<file path="src/rtl/bin2gray_smooth.sv">
// bin2gray_smooth: rebuilds a 12-bit gray level from a binary pixel stream.
// Each output is the density of set pixels in a sliding horizontal window
// of WIN = 2**WIN_LOG2 pixels. The window is confined to the current line.
//
// Ports:
//   iCLK   pixel clock, rising edge
//   iRST   synchronous active-low reset
//   iDVAL  input pixel valid
//   iDATA  binary pixel; any nonzero value is a set pixel
//   oDVAL  output valid, iDVAL delayed by one clock
//   oDATA  reconstructed gray level, held while oDVAL is low
//   oCOL   column of the pixel currently on oDATA
//
// Optional feature macro: BIN2GRAY_INVERT_EN
//   When defined, oDATA carries 4095 minus the window level (reset value
//   stays 0). oDVAL and oCOL timing are the same in both builds.

module bin2gray_smooth #(
  parameter int unsigned LINE_WIDTH = 640,
  parameter int unsigned WIN_LOG2   = 3,
  localparam int unsigned COL_W     = (LINE_WIDTH > 1) ? $clog2(LINE_WIDTH) : 1
) (
  input  logic             iCLK,
  input  logic             iRST,
  input  logic             iDVAL,
  input  logic [11:0]      iDATA,
  output logic             oDVAL,
  output logic [11:0]      oDATA,
  output logic [COL_W-1:0] oCOL
);

  localparam int unsigned DATA_W = 12;
  localparam int unsigned WIN    = 1 << WIN_LOG2;
  localparam int unsigned CNT_W  = WIN_LOG2 + 1;
  localparam int unsigned SHIFT  = DATA_W - WIN_LOG2;

  localparam logic [COL_W-1:0]  COL_LAST = COL_W'(LINE_WIDTH - 1);
  localparam logic [CNT_W-1:0]  CNT_FULL = CNT_W'(WIN);
  localparam logic [DATA_W-1:0] DATA_MAX = {DATA_W{1'b1}};

  logic [COL_W-1:0]  col_q,  col_d;
  logic [WIN-1:0]    sr_q,   sr_d;
  logic [CNT_W-1:0]  cnt_q,  cnt_d;
  logic              dval_q;
  logic [DATA_W-1:0] data_q, data_d;
  logic [COL_W-1:0]  ocol_q, ocol_d;

  logic              bit_c;
  logic              line_start_c;
  logic [DATA_W-1:0] level_c;

  // Input pixel reduced to one bit; column 0 starts a fresh window.
  assign bit_c        = |iDATA;
  assign line_start_c = (col_q == '0);

  // Column counter: advances only on valid pixels, wraps at end of line.
  always_comb begin
    col_d = col_q;
    if (iDVAL) begin
      if (col_q == COL_LAST) col_d = '0;
      else                   col_d = col_q + COL_W'(1);
    end
  end

  // Window shift register and its running popcount.
  // At line start the previous line's history is dropped, so the count is
  // just the new bit; otherwise the bit leaving the window is subtracted.
  always_comb begin
    sr_d  = sr_q;
    cnt_d = cnt_q;
    if (iDVAL) begin
      if (line_start_c) begin
        sr_d  = WIN'(bit_c);
        cnt_d = CNT_W'(bit_c);
      end else begin
        sr_d  = {sr_q[WIN-2:0], bit_c};
        cnt_d = cnt_q + CNT_W'(bit_c) - CNT_W'(sr_q[WIN-1]);
      end
    end
  end

  // Map the updated count to a gray level; a full window saturates to
  // the maximum code instead of overflowing to zero.
  always_comb begin
    if (cnt_d == CNT_FULL) level_c = DATA_MAX;
    else                   level_c = DATA_W'(cnt_d) << SHIFT;
  end

  // Output data/column capture on valid pixels, hold otherwise.
  always_comb begin
    data_d = data_q;
    ocol_d = ocol_q;
    if (iDVAL) begin
`ifdef BIN2GRAY_INVERT_EN
      data_d = DATA_MAX - level_c;
`else
      data_d = level_c;
`endif
      ocol_d = col_q;
    end
  end

  // State and output registers; reset has priority over iDVAL.
  always_ff @(posedge iCLK) begin
    if (!iRST) begin
      col_q  <= '0;
      sr_q   <= '0;
      cnt_q  <= '0;
      dval_q <= 1'b0;
      data_q <= '0;
      ocol_q <= '0;
    end else begin
      col_q  <= col_d;
      sr_q   <= sr_d;
      cnt_q  <= cnt_d;
      dval_q <= iDVAL;
      data_q <= data_d;
      ocol_q <= ocol_d;
    end
  end

  assign oDVAL = dval_q;
  assign oDATA = data_q;
  assign oCOL  = ocol_q;

endmodule

</file>
<file path="config.mk">
export PLATFORM = sky130hd
export DESIGN_NAME = bin2gray_smooth
export DESIGN_NICKNAME = d
export VERILOG_FILES = /design/src/rtl/bin2gray_smooth.sv
export SDC_FILE = /design/constraint.sdc
export NUM_CORES = 1
export LEC_CHECK = 0
export CAP_MARGIN = 20
export CORE_AREA = 2 2 81 83
export CTS_CLUSTER_DIAMETER = 150
export CTS_CLUSTER_SIZE = 24
export DETAILED_ROUTE_END_ITERATION = 16
export DIE_AREA = 0 0 83 85
export DONT_BUFFER_PORTS = 1
export GPL_TIMING_DRIVEN = 0
export PLACE_DENSITY = 0.53
export SLEW_MARGIN = 10
export SYNTH_ARGS = -nofsm -noshare
export SYNTH_HDL_FRONTEND = slang
export SYNTH_SLANG_ARGS = --single-unit
</file>
<file path="constraint.sdc">
create_clock -name iCLK -period 6.2 [get_ports iCLK]
set_input_delay 1.24 -clock iCLK [delete_from_list [all_inputs] [get_ports iCLK]]
set_output_delay 1.24 -clock iCLK [all_outputs]
set_load 0.01 [all_outputs]
</file>
Yosys cells after proc, flatten, opt, wreduce, memory -nomap -nowiden
Index checks and enable logic that the tools add are counted.
{"block": "word_totals", "reg_bits": 45, "latchBits": 0, "ramBits": 0, "rom_bits": 0, "inputBits": 15, "output_inout_bits": 23, "mem_count": 0}
{"block": "op_classes", "addsub": 3, "mul": 0, "div_mod_pow": 0, "order_cmp": 0, "n_eq_ne": 2, "n_shift": 0, "muxes": 5, "bitwise_logic": 0, "n_reduce_logical": 2}
{"operator": "$mux W12", "count": 1}
{"operator": "$reduce_or A12 Y1", "count": 1}
{"operator": "$add A10 B1 Y10 const B", "count": 1}
{"operator": "$eq A10 B10 Y1 const B", "count": 1}
{"operator": "$logic_not A10 Y1", "count": 1}
{"operator": "$mux W10", "count": 1}
{"operator": "$mux W4", "count": 2}
{"operator": "$mux W8", "count": 1}
{"operator": "$add A4 B1 Y4", "count": 1}
{"operator": "$eq A4 B4 Y1 const B", "count": 1}
{"operator": "$sub A4 B1 Y4", "count": 1}

Logic depth before layout (Yosys ltp)
{"block": "depth", "word_depth": 7, "ltp_mapped": 10, "ltp_nobuf": 10}

Worst setup path before layout
No wires, ideal clock.
{"block": "synth_path", "kind": "input to register", "start": "input port iDATA[8]", "end": "register data_q[11], in the netlist oDATA[11]", "setup_ns": 0.075, "arrival_ns": 3.163, "path_slack_ns": 2.962, "cell_stages": 9, "path_buffers": 0, "cell_sequence": "nor4_1 > and3_1 > ha_1 > inv_1 > ha_1 > fa_1 > or2_2 > o21ba_1 > o22ai_1"}
{"block": "synth_between", "elab_chain_cells": 7}
{"element": "start: declaration", "line": "26", "rtl": "input logic [11:0] iDATA,"}
{"element": "$reduce_or A12 Y1 (*)", "line": "53", "rtl": "assign bit_c = |iDATA;"}
{"element": "$add A4 B1 Y4", "line": "77", "rtl": "cnt_d = cnt_q + CNT_W'(bit_c) - CNT_W'(sr_q[WIN-1]);"}
{"element": "$sub A4 B1 Y4", "line": "77"}
{"element": "$mux W4 (*)", "line": "72", "rtl": "if (line_start_c) begin"}
{"element": "$mux W4 (*)", "line": "71", "rtl": "if (iDVAL) begin"}
{"element": "$eq A4 B4 Y1", "line": "85", "rtl": "if (cnt_d == CNT_FULL) level_c = DATA_MAX;"}
{"element": "$mux W12 (*)", "line": "85"}
{"element": "end signal: assignment", "line": "117", "rtl": "data_q <= data_d;"}
{"element": "end: declaration", "line": "45", "rtl": "logic [DATA_W-1:0] data_q, data_d;"}
Every way passes the cells marked *; elsewhere a longest branch is shown, timed or not.
A chain may end at the register's enable or synchronous reset.

Worst setup path after layout
{"block": "layout_path", "start": "input port iDATA[4]", "end": "register data_q[11], in the netlist oDATA[11]"}
The elaborated chain is that of the path after synthesis.

==> impl_metrics.csv <==
group,metric,value,unit
placed_design,place.gp.congestion,0.764,
synth,synth_nets,214,
placed_design,dpl_worst_slack,2.75,ns
route,drtAntennaViolNets,0,
final_layout,areaGrowthSynthToFinish,9.91,%
synth,synth_top_area_share,41.0,%
setup_path,worstPathCellList,"nor4_1 > and3_1 > ha_1 > inv_1 > ha_1 > fa_1 > or2_2 > o21ba_1 > o22ai_1",
floorplan,start_util,29.1,%
timing,rsz0062_at_grt,"no",
clock_tree,root_buffer,"clkbuf_8",
timing,slew_headroom,67.7,%
setup_path,cp_common_cell,"ha_1",
pwr,power,459,uW
timing,worstMarginPinSlew,0.484,ns
timing,setup_violations,0,
clock_tree,clockBufferDepth,2,
clock_tree,clk_latency,0.29,ns
setup_path,worst-setup-path-type,"in2reg",
synth,yosys-top-cells-count,"dfxtp_1 (37), nor2b_1 (16), nand2_1 (14), nand3_1 (12)",
timing,fin_ws,3.05,ns
clock_tree,htree_levels,2,
floorplan,io_pins,38,
floorplan,core.rowCount,29,
synth,synth_area,1810,um^2
synth,syn-mean-instance-area,9.40,um^2
setup_path,critPathBufInv,1,
floorplan,fp.dieH,85,um
hold_path,hold_path.class,"reg2reg",
timing,hold_violations,0,
placed_design,portBuffers,0,
timing,max_freq,317,MHz
global_routing,grt_antenna_before_repair,0,
global_routing,grt_pass1_wl,6.26,mm
route,first_pass_iters,6,
setup_path,crit_family,"adder cells",
route,totalWireLength,3.66,mm
floorplan,core-area,6200,um^2
global_routing,grt_max_degree,12,
final_layout,diodes,0,
timing,post-route-period-util,50.8,%
synth,yosysMostFrequentCell,"dfxtp_1",
route,drtIter0Drc,51,
synth,syn_inst,192,
pwr,p_leak,0.743,nW
synth,synth-main-ff-cell,"dfxtp_1",
clock_tree,clock_sinks,37,
setup_path,crit_required,6.41,ns
run,drv_cap,0,
timing,finClkSkew,0.00863,ns
route,dr_total_vias,1324,
setup_path,cp-start-kind,"primary input",
global_routing,grt_overflow,0,
timing,tns,0,ns
run_status,status,"finished clean",
final_layout,layout-drive-gt1-share,14.0,%
placed_design,place_inst,269,
clock_tree,cts_tree,"done",
pwr,powerDensity,232,nW/um^2
final_layout,utilization,32.0,%
route,drc_errors,0,
clock_tree,cts_resized,0,
setup_path,cp_slowest_stage_delay,0.47,ns
synth,ys_seq_area_share,41.0,%
setup_path,cp_slowest_cell,"fa_1",
clock_tree,cts_setup_buffers,0,
global_routing,grt_usage,11.1,%
setup_path,worst-path-max-fanout,4,
floorplan,die_area,7060,um^2
route,wl_per_cell,13.2,um
placed_design,place_area,1900,um^2
synth,yosysUniqueCellTypes,41,
synth,async_reset_ff_share,0,%
clock_tree,numCtsBuffers,5,
placed_design,dp_hpwl,2.66,mm
clock_tree,postCtsHoldBufs,0,
setup_path,end_kind,"flop",
synth,synth_seq_cells,37,
synth,synth_edf_count,0,
setup_path,arrival,3.36,ns
final_layout,nNetsFinal,221,
route,vias_per_cell,4.78,
synth,synth_area_leaders,"dfxtp_1 (41%), mux2i_1 (6.1%), nor2b_1 (5.5%)",
synth,yosys_warnings,0,
timing,final_max_slew_viol_count,0,
timing,min_period,3.15,ns
floorplan,fp.dieW,83,um
clock_tree,clk_pin_slew_worst_paths,0.07,ns
global_routing,grt_pass1_vias,1285,
timing,hold_slack,0.463,ns
final_layout,final_area,1980,um^2
final_layout,finalNonFillerCells,277,
pwr,ir_drop,161,uV
synth,yosys.area.top_type,"dfxtp_1",
==> registers in the layout, indices dropped and copies added (netlist names) <==
signal / flops
col_q: 10
oCOL: 10
sr_q: 8
cnt_q: 4
oDATA: 4
oDVAL: 1
==> layout by cell type, fill, tap and decap left out, types with 2 or more instances in the layout <==
cell type	n
a21boi_1	7
nor2_1	11
ha_1	6
nand2b_1	2
xor2_1	9
dfxtp_1	37
nand4_1	4
inv_1	9
buf_4	9
o21ai_0	2
nand4_2	2
nand2_1	14
mux2i_1	11
clkbuf_8	5
and2_1	2
buf_2	4
nor4_1	4
a32o_1	2
nor3_2	2
and3_1	2
clkbuf_1	4
xnor2_1	4
nor2b_1	16
clkinv_2	2
nand3_1	12
==> power breakdown <==
part / total (mW) / internal (mW) / switching (mW)
logic: 0.0475 / 0.0198 / 0.0278
registers: 0.248 / 0.243 / 0.00563
clock network: 0.163 / 0.0780 / 0.0855
total: 0.459 / 0.341 / 0.119
==> area by class of cell <==
type / count / area, um^2
fillers: 637 / 4220
multi-input cells: 130 / 932
flip-flops and latches: 37 / 741
plain buffers: 16 / 98.8
well taps: 77 / 96.3
clock buffers: 6 / 72.6
inverters: 9 / 33.8
clock inverters: 2 / 10.0
==> worst reg2reg max path, stage by stage, from the launching register on <==
cell and delay [ns]:
dfxtp_1 0.32, ha_1 0.27, inv_1 0.04, ha_1 0.20
fa_1 0.38, xor2_1 0.29, nor4_1 0.10, a311o_1 0.32
==> layer usage <==
metal  global-route usage (%)  up-vias  wire length, um
met3                     3.02        5              249
met2                     17.5       43             1650
met1                     14.3      618             1710
li1                         -      658                -
met4                     4.47        0               49
met5                        0        -                0
==> cell families after synthesis <==
logic type               share of synthesized area [%]
AND/OR/NAND/NOR                                   23.8
flip-flops                                        41.0
multiplexers                                      6.10
adder cells (fa/ha/maj)                           5.27
AO/OA/AOI/OAI                                     10.2
XOR/XNOR                                          6.31
buffers and inverters                             7.35
==> worst paths after layout <==
check / start / to / slack, ns / cells past startpoint
setup / recovery: iDATA[4] / oDATA[11] / 3.05 / 9
hold / removal: sr_q[1] / sr_q[1] / 0.46 / 2
setup reg to reg: sr_q[7] / oDATA[10] / 4.18 / 7
hold reg to reg: sr_q[1] / sr_q[1] / 0.46 / 2
No activity file was read; power rests on OpenSTA's default activity.
